File: src/rtl/alu_ctrl_pkg.sv
// Shared definitions for the ALU controller: opcodes, FSM encoding and the
// bit positions of each field inside the 16-bit instruction word.
package alu_ctrl_pkg;

  // Instruction field positions
  localparam int unsigned OP_MSB = 15;
  localparam int unsigned OP_LSB = 12;
  localparam int unsigned RD_MSB = 11;
  localparam int unsigned RD_LSB = 10;
  localparam int unsigned RA_MSB = 9;
  localparam int unsigned RA_LSB = 8;
  localparam int unsigned RB_MSB = 7;
  localparam int unsigned RB_LSB = 6;
  localparam int unsigned SH_MSB = 5;
  localparam int unsigned SH_LSB = 3;

  typedef logic [3:0] opcode_t;

  // Opcodes understood by the external ALU; the controller passes them through
  localparam opcode_t OP_NOT  = 4'b1000;
  localparam opcode_t OP_AND  = 4'b1001;
  localparam opcode_t OP_OR   = 4'b1010;
  localparam opcode_t OP_CMP  = 4'b1011;
  localparam opcode_t OP_ADD  = 4'b1100;
  localparam opcode_t OP_SUB  = 4'b1101;
  // Opcodes the controller rejects
  localparam opcode_t OP_ILL0 = 4'b1110;
  localparam opcode_t OP_ILL1 = 4'b1111;

  typedef enum logic [1:0] {
    ST_IDLE      = 2'd0,
    ST_ISSUE     = 2'd1,
    ST_CAPTURE   = 2'd2,
    ST_WRITEBACK = 2'd3
  } state_t;

  function automatic logic op_is_illegal(input opcode_t op);
    return (op == OP_ILL0) || (op == OP_ILL1);
  endfunction

endpackage

File: src/rtl/alu_ctrl_regfile.sv
// 4x8 register file: one write port, two operand read ports and a debug read
// port. Reads are combinational, so a write becomes visible the cycle after.
module alu_ctrl_regfile (
  input  logic       clk,
  input  logic       rst,
  input  logic       we_i,
  input  logic [1:0] waddr_i,
  input  logic [7:0] wdata_i,
  input  logic [1:0] raddr_a_i,
  input  logic [1:0] raddr_b_i,
  input  logic [1:0] raddr_dbg_i,
  output logic [7:0] rdata_a_o,
  output logic [7:0] rdata_b_o,
  output logic [7:0] rdata_dbg_o
);

  logic [7:0] regs_q [4];

  // Register storage, cleared on reset, single write per cycle
  always_ff @(posedge clk or posedge rst) begin
    if (rst) begin
      for (int i = 0; i < 4; i++) regs_q[i] <= '0;
    end else if (we_i) begin
      regs_q[waddr_i] <= wdata_i;
    end
  end

  assign rdata_a_o   = regs_q[raddr_a_i];
  assign rdata_b_o   = regs_q[raddr_b_i];
  assign rdata_dbg_o = regs_q[raddr_dbg_i];

endmodule

File: src/rtl/alu_ctrl.sv
// ALU controller: accepts one instruction at a time, drives the external ALU,
// captures its result and writes it back to the register file.
//
// Handshake: an instruction transfers on the rising edge where instr_valid and
// instr_ready are both 1. instr_ready is high only in IDLE, so instr_valid held
// high in any other state is ignored; the full word is latched at transfer.
module alu_ctrl
  import alu_ctrl_pkg::*;
(
  input  logic       clk,
  input  logic       rst,
  input  logic       instr_valid,
  output logic       instr_ready,
  input  logic [15:0] instr,
  output logic [3:0] alu_op,
  output logic [2:0] alu_shamt,
  output logic [7:0] alu_a,
  output logic [7:0] alu_b,
  input  logic [7:0] alu_out,
  input  logic [1:0] alu_flags,
  output logic       wb_valid,
  output logic [1:0] wb_rd,
  output logic [7:0] wb_data,
  output logic       flag_gt,
  output logic       flag_eq,
  output logic       illegal,
  input  logic [1:0] dbg_sel,
  output logic [7:0] dbg_data,
  output logic [1:0] dbg_state
);

  state_t      state_q, state_d;
  logic [15:0] instr_q;
  logic [7:0]  result_q;
  logic [1:0]  cflags_q;
  logic        flag_gt_q, flag_eq_q;

  opcode_t     op_q;
  logic [1:0]  rd_q, ra_q, rb_q;
  logic [2:0]  sh_q;
  logic        op_cmp, op_ill;
  logic        rf_we;
  logic [7:0]  rf_a, rf_b;

  assign op_q   = instr_q[OP_MSB:OP_LSB];
  assign rd_q   = instr_q[RD_MSB:RD_LSB];
  assign ra_q   = instr_q[RA_MSB:RA_LSB];
  assign rb_q   = instr_q[RB_MSB:RB_LSB];
  assign sh_q   = instr_q[SH_MSB:SH_LSB];
  assign op_cmp = (op_q == OP_CMP);
  assign op_ill = op_is_illegal(op_q);

  alu_ctrl_regfile u_regfile (
    .clk         (clk),
    .rst         (rst),
    .we_i        (rf_we),
    .waddr_i     (rd_q),
    .wdata_i     (result_q),
    .raddr_a_i   (ra_q),
    .raddr_b_i   (rb_q),
    .raddr_dbg_i (dbg_sel),
    .rdata_a_o   (rf_a),
    .rdata_b_o   (rf_b),
    .rdata_dbg_o (dbg_data)
  );

  // FSM state register; reset aborts any instruction in flight
  always_ff @(posedge clk or posedge rst) begin
    if (rst) state_q <= ST_IDLE;
    else     state_q <= state_d;
  end

  // Latch the whole instruction word on the accepting edge
  always_ff @(posedge clk or posedge rst) begin
    if (rst)                             instr_q <= '0;
    else if (instr_valid && instr_ready) instr_q <= instr;
  end

  // Sample the ALU result and compare flags at the end of CAPTURE
  always_ff @(posedge clk or posedge rst) begin
    if (rst) begin
      result_q <= '0;
      cflags_q <= '0;
    end else if (state_q == ST_CAPTURE) begin
      result_q <= alu_out;
      cflags_q <= alu_flags;
    end
  end

  // Architectural compare flags change only when a compare retires
  always_ff @(posedge clk or posedge rst) begin
    if (rst) begin
      flag_gt_q <= 1'b0;
      flag_eq_q <= 1'b0;
    end else if (state_q == ST_WRITEBACK && op_cmp) begin
      flag_gt_q <= cflags_q[1];
      flag_eq_q <= cflags_q[0];
    end
  end

  // Next-state and output decode; ALU drive held through ISSUE and CAPTURE
  always_comb begin
    state_d     = state_q;
    instr_ready = 1'b0;
    alu_op      = '0;
    alu_shamt   = '0;
    alu_a       = '0;
    alu_b       = '0;
    illegal     = 1'b0;
    wb_valid    = 1'b0;
    wb_rd       = '0;
    wb_data     = '0;
    rf_we       = 1'b0;
    unique case (state_q)
      ST_IDLE: begin
        instr_ready = 1'b1;
        if (instr_valid) state_d = ST_ISSUE;
      end
      ST_ISSUE: begin
        if (op_ill) begin
          illegal = 1'b1;
          state_d = ST_IDLE;
        end else begin
          alu_op    = op_q;
          alu_shamt = sh_q;
          alu_a     = rf_a;
          alu_b     = rf_b;
          state_d   = ST_CAPTURE;
        end
      end
      ST_CAPTURE: begin
        // No register write can happen before WRITEBACK, so the operands
        // read here are the ones seen in ISSUE.
        alu_op    = op_q;
        alu_shamt = sh_q;
        alu_a     = rf_a;
        alu_b     = rf_b;
        state_d   = ST_WRITEBACK;
      end
      ST_WRITEBACK: begin
        state_d = ST_IDLE;
        if (!op_cmp) begin
          wb_valid = 1'b1;
          wb_rd    = rd_q;
          wb_data  = result_q;
          rf_we    = 1'b1;
        end
      end
      default: state_d = ST_IDLE;
    endcase
  end

  assign flag_gt   = flag_gt_q;
  assign flag_eq   = flag_eq_q;
  assign dbg_state = state_q;

endmodule
File: config.mk
export PLATFORM = sky130hd
export DESIGN_NAME = alu_ctrl
export DESIGN_NICKNAME = d
export VERILOG_FILES = /design/src/rtl/alu_ctrl_pkg.sv /design/src/rtl/alu_ctrl_regfile.sv /design/src/rtl/alu_ctrl.sv
export SDC_FILE = /design/constraint.sdc
export NUM_CORES = 1
export LEC_CHECK = 0
export CAP_MARGIN = 20
export CORE_MARGIN = 2
export CORE_UTILIZATION = 50
export DETAILED_ROUTE_END_ITERATION = 8
export PLACE_DENSITY = 0.79
export SETUP_SLACK_MARGIN = 0.02
export SLEW_MARGIN = 20
export SYNTH_ARGS = -nofsm -noshare
export SYNTH_HDL_FRONTEND = slang
export SYNTH_SLANG_ARGS = --single-unit
File: constraint.sdc
create_clock -name clk -period 5.55 [get_ports clk]
set_input_delay 1.11 -clock clk [delete_from_list [all_inputs] [get_ports clk]]
set_output_delay 1.11 -clock clk [all_outputs]
set_load 0.01 [all_outputs]
==> summary.txt, run 1 <==
fin. max-slew vios: 0
setup violators final: 0
met1 global-route usage: 27.59%
status: complete, no violations
Final period util: 75.43%
Buf/Inv on CP: 2
Die ar.: 0.007133 mm2
GR Util met3: 4.031%
Avg WL per Cell: 18.32 um
Synth Instances: 223
sequential fraction of the synthesis area: 45.61%
post-CTS sizing: 0
grt met2 use: 33.69%
critical-path cell list: clkdlybuf4s50_1 -> mux4_2 -> clkdlybuf4s50_1
diode count: 0
CTS Buf Count: 9
Die Ht: 84.46 um
nature of the critical path endpoint: output pin
DP HPWL: 4.744 mm
CTS Buffer Depth: 2
hold_buf cts: 0
post-route insts no fill: 376
Fmax: 0.2389 GHz
crit-path leading delay family: buffers and inverters
Rel. slew slack: 50.87%
final core occ: 66.37%
GRT Overall Usage: 20.60%
Filler cells: 480
Crit path top cell by count: clkdlybuf4s50_1
CTS tree: built
most common cell after layout, fill and taps aside: clkdlybuf4s50_1
leak pwr: 0.001793 uW
# IOs: 79
Clock transition at path regs: 0.07 ns
startpoint type of the worst setup path: input pin
final net count: 331
clk_skew: 0.006448 ns
Initial Util: 51.27%
GP Congestion: 0.7577
Setup CP Type: in -> out
Final min period: 4.186 ns
H-tree lvl count: 3
drt initial violations: 83
drt via density: 5.638
RSZ-0062 raised after global routing: false
clock latency on the worst-skew pair: 0.33 ns
Mapped Area: 0.003237 mm2
Sink Count: 59
Hold Vio Cnt, Final: 0
row cnt: 29
proportion of layout cells with a drive suffix above 1: 34.45%
worst-margin pin slew: 0.7369 ns
Layout area overhead: 29.46%
largest net degree at the start of global routing: 60
synth warn: 0
gr busiest metal: met2
setup_tns: 0 ns
Port-buffer cells: 75
first-pass GRT wire length: 11.18 mm
crit path DAT: 3.08 ns
Post-CTS Setup Bufs: 0
grt total ovfl: 0
initial antenna violation count: 0
MaxCap Viol Count: 0
Post-Syn Nets: 258
wirelength, routed: 6.887 mm
TritonRoute pass-1 iters: 4
Peak VDD IR: 0.0003619 V
CP max-delay cell: clkdlybuf4s50_1
commonest cells after routing, fill and taps aside: 75 x clkdlybuf4s50_1, 59 x dfrtp_1, 41 x mux2_2
core area: 0.006314 mm2
worst-path fanout max: 8
vias in the first global route: 2,144
min-delay worst type: reg -> reg
synthesized area per cell: 14.52 um2
Yosys reg bits: 59
Final ANT Viol Nets: 0
placed insts: 362
Cell variety after synth: 26
Root Driver: clkbuf_8
CP max stage delay: 0.87 ns
CP required: 4.44 ns
drc violations: 0
vias: 2,120
die width: 84.46 um
Pwr per Cell Area: 580.6 mW/mm2
==> power breakdown <==
group	internal, uW	leakage (uW)	switching [uW]
logic	779	0.000975	381
registers	645	0.000727	292
clock network	179	0.0000908	158
==> cell type report <==
cell class	count	area (um2)	share of cell area (%)
clock buffers	11	151.4	3.613
clock inverters	3	15.01	0.3583
inverters	11	41.29	0.9854
multi-input cells	139	1652	39.41
flip-flops and latches	59	1476	35.23
well taps	77	96.34	2.299
repair buffers	76	758.2	18.09
==> worst paths after layout <==
check / startpoint / end / slack [ns] / cells past startpoint
min in group asynchronous: rst / u_regfile.regs_q[11]$_DFFE_PP0P_ / 1.30 / 3
worst min-delay path: instr_q[4]$_DFFE_PP0P_ / instr_q[4]$_DFFE_PP0P_ / 0.51 / 1
worst max register to register: dbg_state[0]$_DFFE_PP0P_ / u_regfile.regs_q[16]$_DFFE_PP0P_ / 3.44 / 3
max in group asynchronous: rst / u_regfile.regs_q[28]$_DFFE_PP0P_ / 3.76 / 3
worst min register to register: instr_q[4]$_DFFE_PP0P_ / instr_q[4]$_DFFE_PP0P_ / 0.51 / 1
worst max-delay path: dbg_sel[0] / dbg_data[2] / 1.36 / 3
==> flip-flops by register name, indices dropped and copies added, names as in the netlist, named ones only <==
name and count:
cflags_q 2, flag_eq 1, dbg_state 1, u_regfile.regs_q 32, result_q 8, instr_q 13, flag_gt 1
==> synth_stat cells (all sizes together) <==
cell	count	area [um2]
inv	11	41.29
nand2b	1	6.260
a21oi	2	10.01
a41o	1	10.01
nor2	12	52.55
nand2	2	7.510
dfrtp	59	1476
and2	2	12.51
buf	10	61.30
and4b	3	31.28
ha	4	50.05
nor2b	16	100.1
mux2	57	701.9
clkbuf	4	15.01
nand4b	1	23.77
nand3	3	20.02
and3	10	63.81
mux4	24	540.5
a31oi	1	12.51
==> stage by stage <==
step	area [um2]	hold WS (ns)	power, uW	setup WS [ns]
2_1_floorplan	3237	0.4766	1644	2.542
3_3_place_gp	4015	0.4863	2049	1.339
3_5_place_dp	4015	0.4940	2097	1.327
4_1_cts	4182	0.5090	2440	1.280
5_1_grt	4190	0.5192	2577	1.261
6_report	4190	0.5059	2433	1.364
==> metal layers <==
layer  vias up  wire length [um]
met5         -                 0
met4         0                87
met3        10               431
met2        67              3447
met1      1085              2920
li1        958                 -
==> cell families (layout without fill, tap and decap cells) <==
family | count (synthesis) | in the layout | share of synthesized area (%)
and+or+nand+nor | 50 | 50 | 9.818
DFF | 59 | 59 | 45.61
buffers and inverters | 25 | 101 | 3.633
AOI/OAI and AO/OA | 4 | 4 | 1.005
muxes | 81 | 81 | 38.38
adders and majority gates | 4 | 4 | 1.546
(Power assumes the default switching activity.)
==> run 2, diff against run 1 <==
clock period = 3.86 ns   (was 5.55 ns; I/O delays follow)
==> run 2 against run 1 <==
Net effect: power increased by 52%; die area unchanged; via count decreased by 1.0%; clock power increased by 100%; combinational power increased by 44%; design area increased by 2.1%; count of clock-buffer cells in the layout unchanged; worst setup slack got worse by 0.76 ns; hold slack got worse by 0.0017 ns; routed wire length increased by 0.73%; sequential share of layout area decreased by 0.73 points; final cell count increased by 1.3%; largest power group unchanged.
==> summary.txt, run 2 (same netlist as run 1, synthesis figures left out) <==
Sink Count: 59 (unchanged)
drt via density: 5.507 (was 5.638)
diode count: 0 (unchanged)
critical-path cell list: clkdlybuf4s50_1 -> buf_4 -> mux4_2 -> clkdlybuf4s50_1 (was clkdlybuf4s50_1 -> mux4_2 -> clkdlybuf4s50_1)
CTS Buf Count: 9 (unchanged)
wirelength, routed: 6.937 mm (was 6.887 mm)
Logic pwr share: 45.2% (was 47.7%)
min-delay worst type: reg -> reg (unchanged)
Fmax: 0.3073 GHz
DP HPWL: 4.761 mm (was 4.744 mm)
first-pass GRT wire length: 11.38 mm (was 11.18 mm)
initial antenna violation count: 0 (unchanged)
MaxCap Viol Count: 0 (unchanged)
Final min period: 3.254 ns
Post-CTS Setup Bufs: 0 (unchanged)
max FFs per register: 32 (unchanged)
H-tree lvl count: 3 (unchanged)
Layout area overhead: 32.20% (was 29.46%)
vias in the first global route: 2,245 (was 2,144)
Filler cells: 459 (was 480)
TritonRoute pass-1 iters: 4 (unchanged)
Final ANT Viol Nets: 0 (unchanged)
hold_buf cts: 0 (unchanged)
status: complete, no violations (unchanged)
final core occ: 67.78% (was 66.37%)
crit path DAT: 2.48 ns (was 3.08 ns)
CTS tree: built (unchanged)
switching power: 1202 uW (was 831.0 uW)
Reg with most FFs: u_regfile.regs_q (unchanged)
vias: 2,098 (was 2,120)
Pwr per Cell Area: 864.6 mW/mm2 (was 580.6 mW/mm2)
commonest cells after routing, fill and taps aside: 75 x clkdlybuf4s50_1, 59 x dfrtp_1, 41 x mux2_2 (unchanged)
nature of the critical path endpoint: output pin (unchanged)
RSZ-0062 raised after global routing: false (unchanged)
Root Driver: clkbuf_8 (unchanged)
Initial Util: 51.27% (unchanged)
setup_tns: 0 ns (unchanged)
clock latency on the worst-skew pair: 0.33 ns (about the same)
core area: 0.006314 mm2 (unchanged)
post-route insts no fill: 381 (was 376)
drt initial violations: 89 (was 83)
final instance area: 0.004279 mm2 (was 0.004190 mm2)
# IOs: 79 (unchanged)
largest net degree at the start of global routing: 32 (was 60)
Peak VDD IR: 0.0005278 V (was 0.0003619 V)
setup violators final: 0 (unchanged)
Placed Area: 0.004038 mm2 (was 0.004015 mm2)
Setup CP Type: in -> out (unchanged)
Reg power frac: 36.4% (was 38.5%)
worst-margin pin slew: 0.6237 ns (was 0.7369 ns)
Seq. cell area: 0.001476 mm2 (unchanged)
Crit path top cell by count: clkdlybuf4s50_1 (unchanged)
CP required: 3.09 ns (was 4.44 ns)
clk_skew: 0.006383 ns (was 0.006448 ns)
startpoint type of the worst setup path: input pin (unchanged)
CP max stage delay: 0.54 ns (was 0.87 ns)
largest registers: u_regfile.regs_q: 32 flops, instr_q: 13 flops, result_q: 8 flops (unchanged)
Rel. slew slack: 58.36% (was 50.87%)
most common cell after layout, fill and taps aside: clkdlybuf4s50_1 (unchanged)
Die Ht: 84.46 um (unchanged)
die width: 84.46 um (unchanged)
row cnt: 29 (unchanged)
fin. max-slew vios: 0 (unchanged)
GP Congestion: 0.7433 (was 0.7577)
leak pwr: 0.001838 uW (was 0.001793 uW)
Die ar.: 0.007133 mm2 (unchanged)
Hold Vio Cnt, Final: 0 (unchanged)
cell internal pwr: 2498 uW (was 1602 uW)
Net Sw Frac: 32.48% (was 34.15%)
drc violations: 0 (unchanged)
proportion of layout cells with a drive suffix above 1: 35.20% (was 34.45%)
Avg WL per Cell: 18.21 um (was 18.32 um)
Final period util: 84.30%
Clock transition at path regs: 0.06 ns (was 0.07 ns)
clock group share of total power: 18.4% (was 13.8%)
worst-path fanout max: 8 (unchanged)
Hold Slack: 0.5042 ns (was 0.5059 ns)
placed insts: 365 (was 362)
footprint of the multi-input gates: 0.001643 mm2 (was 0.001652 mm2)
post-CTS sizing: 0 (unchanged)
grt total ovfl: 0 (unchanged)
CTS Buffer Depth: 2 (unchanged)
final net count: 334 (was 331)
GRT Overall Usage: 20.62% (was 20.60%)
Port-buffer cells: 75 (unchanged)
CP max-delay cell: mux4_2 (was clkdlybuf4s50_1)
[run 2: cell count changes in the layout (fill, tap and decap cells not counted)]
cell / change
clkinv_2: -1
a31oi_4: -1
buf_4: +3
clkbuf_1: +1
clkbuf_8: -1
bufinv_16: +3
a31oi_2: +1
[run 2: final cells by class]
| cell class | count | area share (%) |
|---|---|---|
| clock inverters | 5 | 2.339 |
| multi-input cells | 139 | 38.39 |
| clock buffers | 11 | 3.304 |
| well taps | 77 | 2.251 |
| inverters | 11 | 0.9649 |
| repair buffers | 79 | 18.25 |
| flip-flops and latches | 59 | 34.50 |
[run 2: power groups by stage]
stage	Clock [uW]	Sequential, uW	Combinational (uW)
2_1_floorplan	0	1150	1210
3_3_place_gp	0	1320	1640
3_5_place_dp	0	1340	1680
4_1_cts	690	1340	1690
5_1_grt	719	1400	1790
6_report	682	1350	1670
[run 2: metrics by stage]
step | setup slack, ns | total power (uW)
after floorplan | 1.528 | 2364
after global placement | 0.5999 | 2959
after detailed placement | 0.5993 | 3021
after CTS | 0.5884 | 3720
after global routing | 0.5066 | 3916
final | 0.6062 | 3700
[run 2: layer usage]
metal | share of wire (%) | vias up | track usage [%]
li1 | - | 969 | -
met1 | 46 | 1064 | 28.45
met2 | 48 | 56 | 32.83
met3 | 4.9 | 9 | 4.031
met4 | 1.1 | 0 | 7.792
met5 | 0 | - | 0
[run 2: worst paths after layout]
check | slack (ns) | end | from | cells past startpoint
setup / recovery | 0.61 | dbg_data[2] | dbg_sel[0] | 4
max in group asynchronous | 2.19 | u_regfile.regs_q[16]$_DFFE_PP0P_ | rst | 3
hold reg to reg | 0.50 | cflags_q[0]$_DFFE_PP0P_ | cflags_q[0]$_DFFE_PP0P_ | 1
setup reg to reg | 1.74 | u_regfile.regs_q[16]$_DFFE_PP0P_ | dbg_state[0]$_DFFE_PP0P_ | 3
min in group asynchronous | 0.84 | u_regfile.regs_q[19]$_DFFE_PP0P_ | rst | 2
hold / removal | 0.50 | cflags_q[0]$_DFFE_PP0P_ | cflags_q[0]$_DFFE_PP0P_ | 1
[run 2: critical path, delay by kind of cell]
kind     cells  cell delay [ns]
buf+inv      3             1.17
mux          1             0.54
==> run 3, diff against run 2 <==
CORE_UTILIZATION = 45   (was 50)
PLACE_DENSITY = 0.75   (was 0.79)
clock period = 2.7 ns   (was 3.86 ns; I/O delays follow)
==> run 3 against run 2 <==
Net effect: via count rose by 2.7%; design area rose by 3.1%; final cell count rose by 6.8%; sequential cell count did not move; core utilization fell by 3.6 points; global-route usage rose by 0.31 points; sequential share of layout area fell by 0.98 points; register-to-register slack got worse by 1.0 ns; power rose by 47%; sequential power rose by 43%; largest power group unchanged.
==> summary.txt, run 3 (same netlist as run 1, synthesis figures left out) <==
Final period util: 95.79%
startpoint type of the worst setup path: flip-flop (was input pin)
RSZ-0062 raised after global routing: false (unchanged)
worst-path fanout max: 11 (was 8)
Pwr Total: 5453 uW (was 3700 uW)
clk_skew: 0.005615 ns (was 0.006383 ns)
DR WL met3: 372 um (was 340 um)
Logic pwr share: 45.9% (was 45.2%)
GRT Overall Usage: 20.93% (was 20.62%)
Sink Count: 59 (unchanged)
drt initial violations: 102 (was 89)
switching power: 1792 uW (was 1202 uW)
Pwr per Cell Area: 1236 mW/mm2 (was 864.6 mW/mm2)
die width: 88.81 um (was 84.46 um)
drc violations: 0 (unchanged)
GP Congestion: 0.7307 (was 0.7433)
met2 WL: 3.631 mm (was 3.359 mm)
Root Driver: clkbuf_8 (unchanged)
vias in the first global route: 2,241 (was 2,245)
Initial Util: 47.12% (was 51.27%)
Peak VDD IR: 0.0006653 V (was 0.0005278 V)
status: complete, no violations (unchanged)
grt total ovfl: 0 (unchanged)
TritonRoute pass-1 iters: 4 (unchanged)
setup_tns: 0 ns (unchanged)
wirelength, routed: 7.399 mm (was 6.937 mm)
CTS Buf Count: 9 (unchanged)
min-delay worst type: reg -> reg (unchanged)
Rel. slew slack: 56.32% (was 58.36%)
Die Ht: 88.81 um (was 84.46 um)
largest registers: u_regfile.regs_q: 32 flops, instr_q: 13 flops, result_q: 8 flops (unchanged)
Layout area overhead: 36.30% (was 32.20%)
cell internal pwr: 3661 uW (was 2498 uW)
proportion of layout cells with a drive suffix above 1: 38.91% (was 35.20%)
DP HPWL: 5.093 mm (was 4.761 mm)
CP required: 2.16 ns (was 3.09 ns)
clock group share of total power: 18.8% (was 18.4%)
Reg power frac: 35.3% (was 36.4%)
top layer in use: met4 (unchanged)
crit path DAT: 2.05 ns (was 2.48 ns)
core area: 0.006869 mm2 (was 0.006314 mm2)
setup violators final: 0 (unchanged)
Clock transition at path regs: 0.06 ns (about the same)
leak pwr: 0.002028 uW (was 0.001838 uW)
Port-buffer cells: 75 (unchanged)
MaxCap Viol Count: 0 (unchanged)
most common cell after layout, fill and taps aside: dfrtp_1 (was clkdlybuf4s50_1)
Post-Place Worst Slack: -0.06161 ns (was 0.5993 ns)
drt via density: 5.295 (was 5.507)
fin. max-slew vios: 0 (unchanged)
Reg with most FFs: u_regfile.regs_q (unchanged)
# IOs: 79 (unchanged)
Net Sw Frac: 32.86% (was 32.48%)
Placed Area: 0.004116 mm2 (was 0.004038 mm2)
first-pass GRT wire length: 11.88 mm (was 11.38 mm)
largest net degree at the start of global routing: 22 (was 32)
CTS tree: built (unchanged)
Avg WL per Cell: 18.18 um (was 18.21 um)
Final ANT Viol Nets: 0 (unchanged)
Metal-1 WL: 3.334 mm (was 3.160 mm)
final net count: 341 (was 334)
max FFs per register: 32 (unchanged)
diode count: 0 (unchanged)
commonest cells after routing, fill and taps aside: 57 x dfrtp_1, 44 x clkdlybuf4s50_1, 41 x mux2_2 (was 75 x clkdlybuf4s50_1, 59 x dfrtp_1, 41 x mux2_2)
hold_buf cts: 0 (unchanged)
initial antenna violation count: 0 (unchanged)
Die ar.: 0.007887 mm2 (was 0.007133 mm2)
Hold Vio Cnt, Final: 0 (unchanged)
vias: 2,155 (was 2,098)
R2R depth: 4 (was 3)
final instance area: 0.004412 mm2 (was 0.004279 mm2)
Final WS setup: 0.1138 ns (was 0.6062 ns)
Fmax: 0.3867 GHz
nature of the critical path endpoint: output pin (unchanged)
clock latency on the worst-skew pair: 0.33 ns (about the same)
final core occ: 64.23% (was 67.78%)
worst-margin pin slew: 0.6547 ns (was 0.6237 ns)
CTS Buffer Depth: 2 (unchanged)
Hold Path Stages: 1 (unchanged)
Setup CP Type: reg -> out (was in -> out)
row cnt: 30 (was 29)
H-tree lvl count: 3 (unchanged)
Final min period: 2.586 ns
[run 3: layer usage]
metal | GRT usage, % | vias to the layer above
met1 | 28.39 | 1104
met5 | 0 | -
met2 | 32.50 | 63
met3 | 5.504 | 4
li1 | - | 984
met4 | 7.989 | 0
[run 3: timing repair]
action                                  4_1_cts  5_1_grt
resized for setup                            37        1
setup buffers                                 2        0
hold endpoints to repair                      0        0
endpoints found under the setup margin       31       11
gates cloned                                  1        0
[run 3: metrics by stage]
step	hold WS, ns	instances
after floorplan	0.4766	223
after global placement	0.4857	388
after detailed placement	0.4943	388
after CTS	0.5090	407
after global routing	0.5230	407
final	0.5056	407
[run 3: final cells by class]
type	count	area, um2
clock buffers	12	165.2
flip-flops and latches	59	1479
clock inverters	4	95.09
fillers	543	2457
multi-input cells	139	1667
well taps	96	120.1
repair buffers	86	844.6
inverters	11	41.29
[run 3: path summary, 6_finish.rpt]
kind / from / to / slack, ns
min in group asynchronous: rst / u_regfile.regs_q[9]$_DFFE_PP0P_ / 0.52
worst max register to register: dbg_state[0]$_DFFE_PP0P_ / u_regfile.regs_q[19]$_DFFE_PP0P_ / 0.71
max in group asynchronous: rst / instr_q[8]$_DFFE_PP0P_ / 1.55
worst min register to register: cflags_q[1]$_DFFE_PP0P_ / flag_gt$_DFFE_PP0P_ / 0.51
worst min-delay path: cflags_q[1]$_DFFE_PP0P_ / flag_gt$_DFFE_PP0P_ / 0.51
worst max-delay path: dbg_state[0]$_DFFE_PP0P_ / alu_b[7] / 0.11
[run 3: power groups by stage]
stage	clock (uW)	combinational [uW]	sequential (uW)
after detailed placement	0	2470	1930
after CTS	1040	2510	1920
after global routing	1090	2690	2000
after floorplan	0	1740	1640
final	1030	2500	1930
after global placement	0	2420	1870
[run 3: critical path, stage by stage, from the launching register on]
cell	delay (ns)
dfrtp_1	0.39
inv_2	0.10
ha_4	0.22
and2_1	0.18
a31oi_4	0.19
bufbuf_16	0.31
nor2b_1	0.04
dlygate4sd2_1	0.28
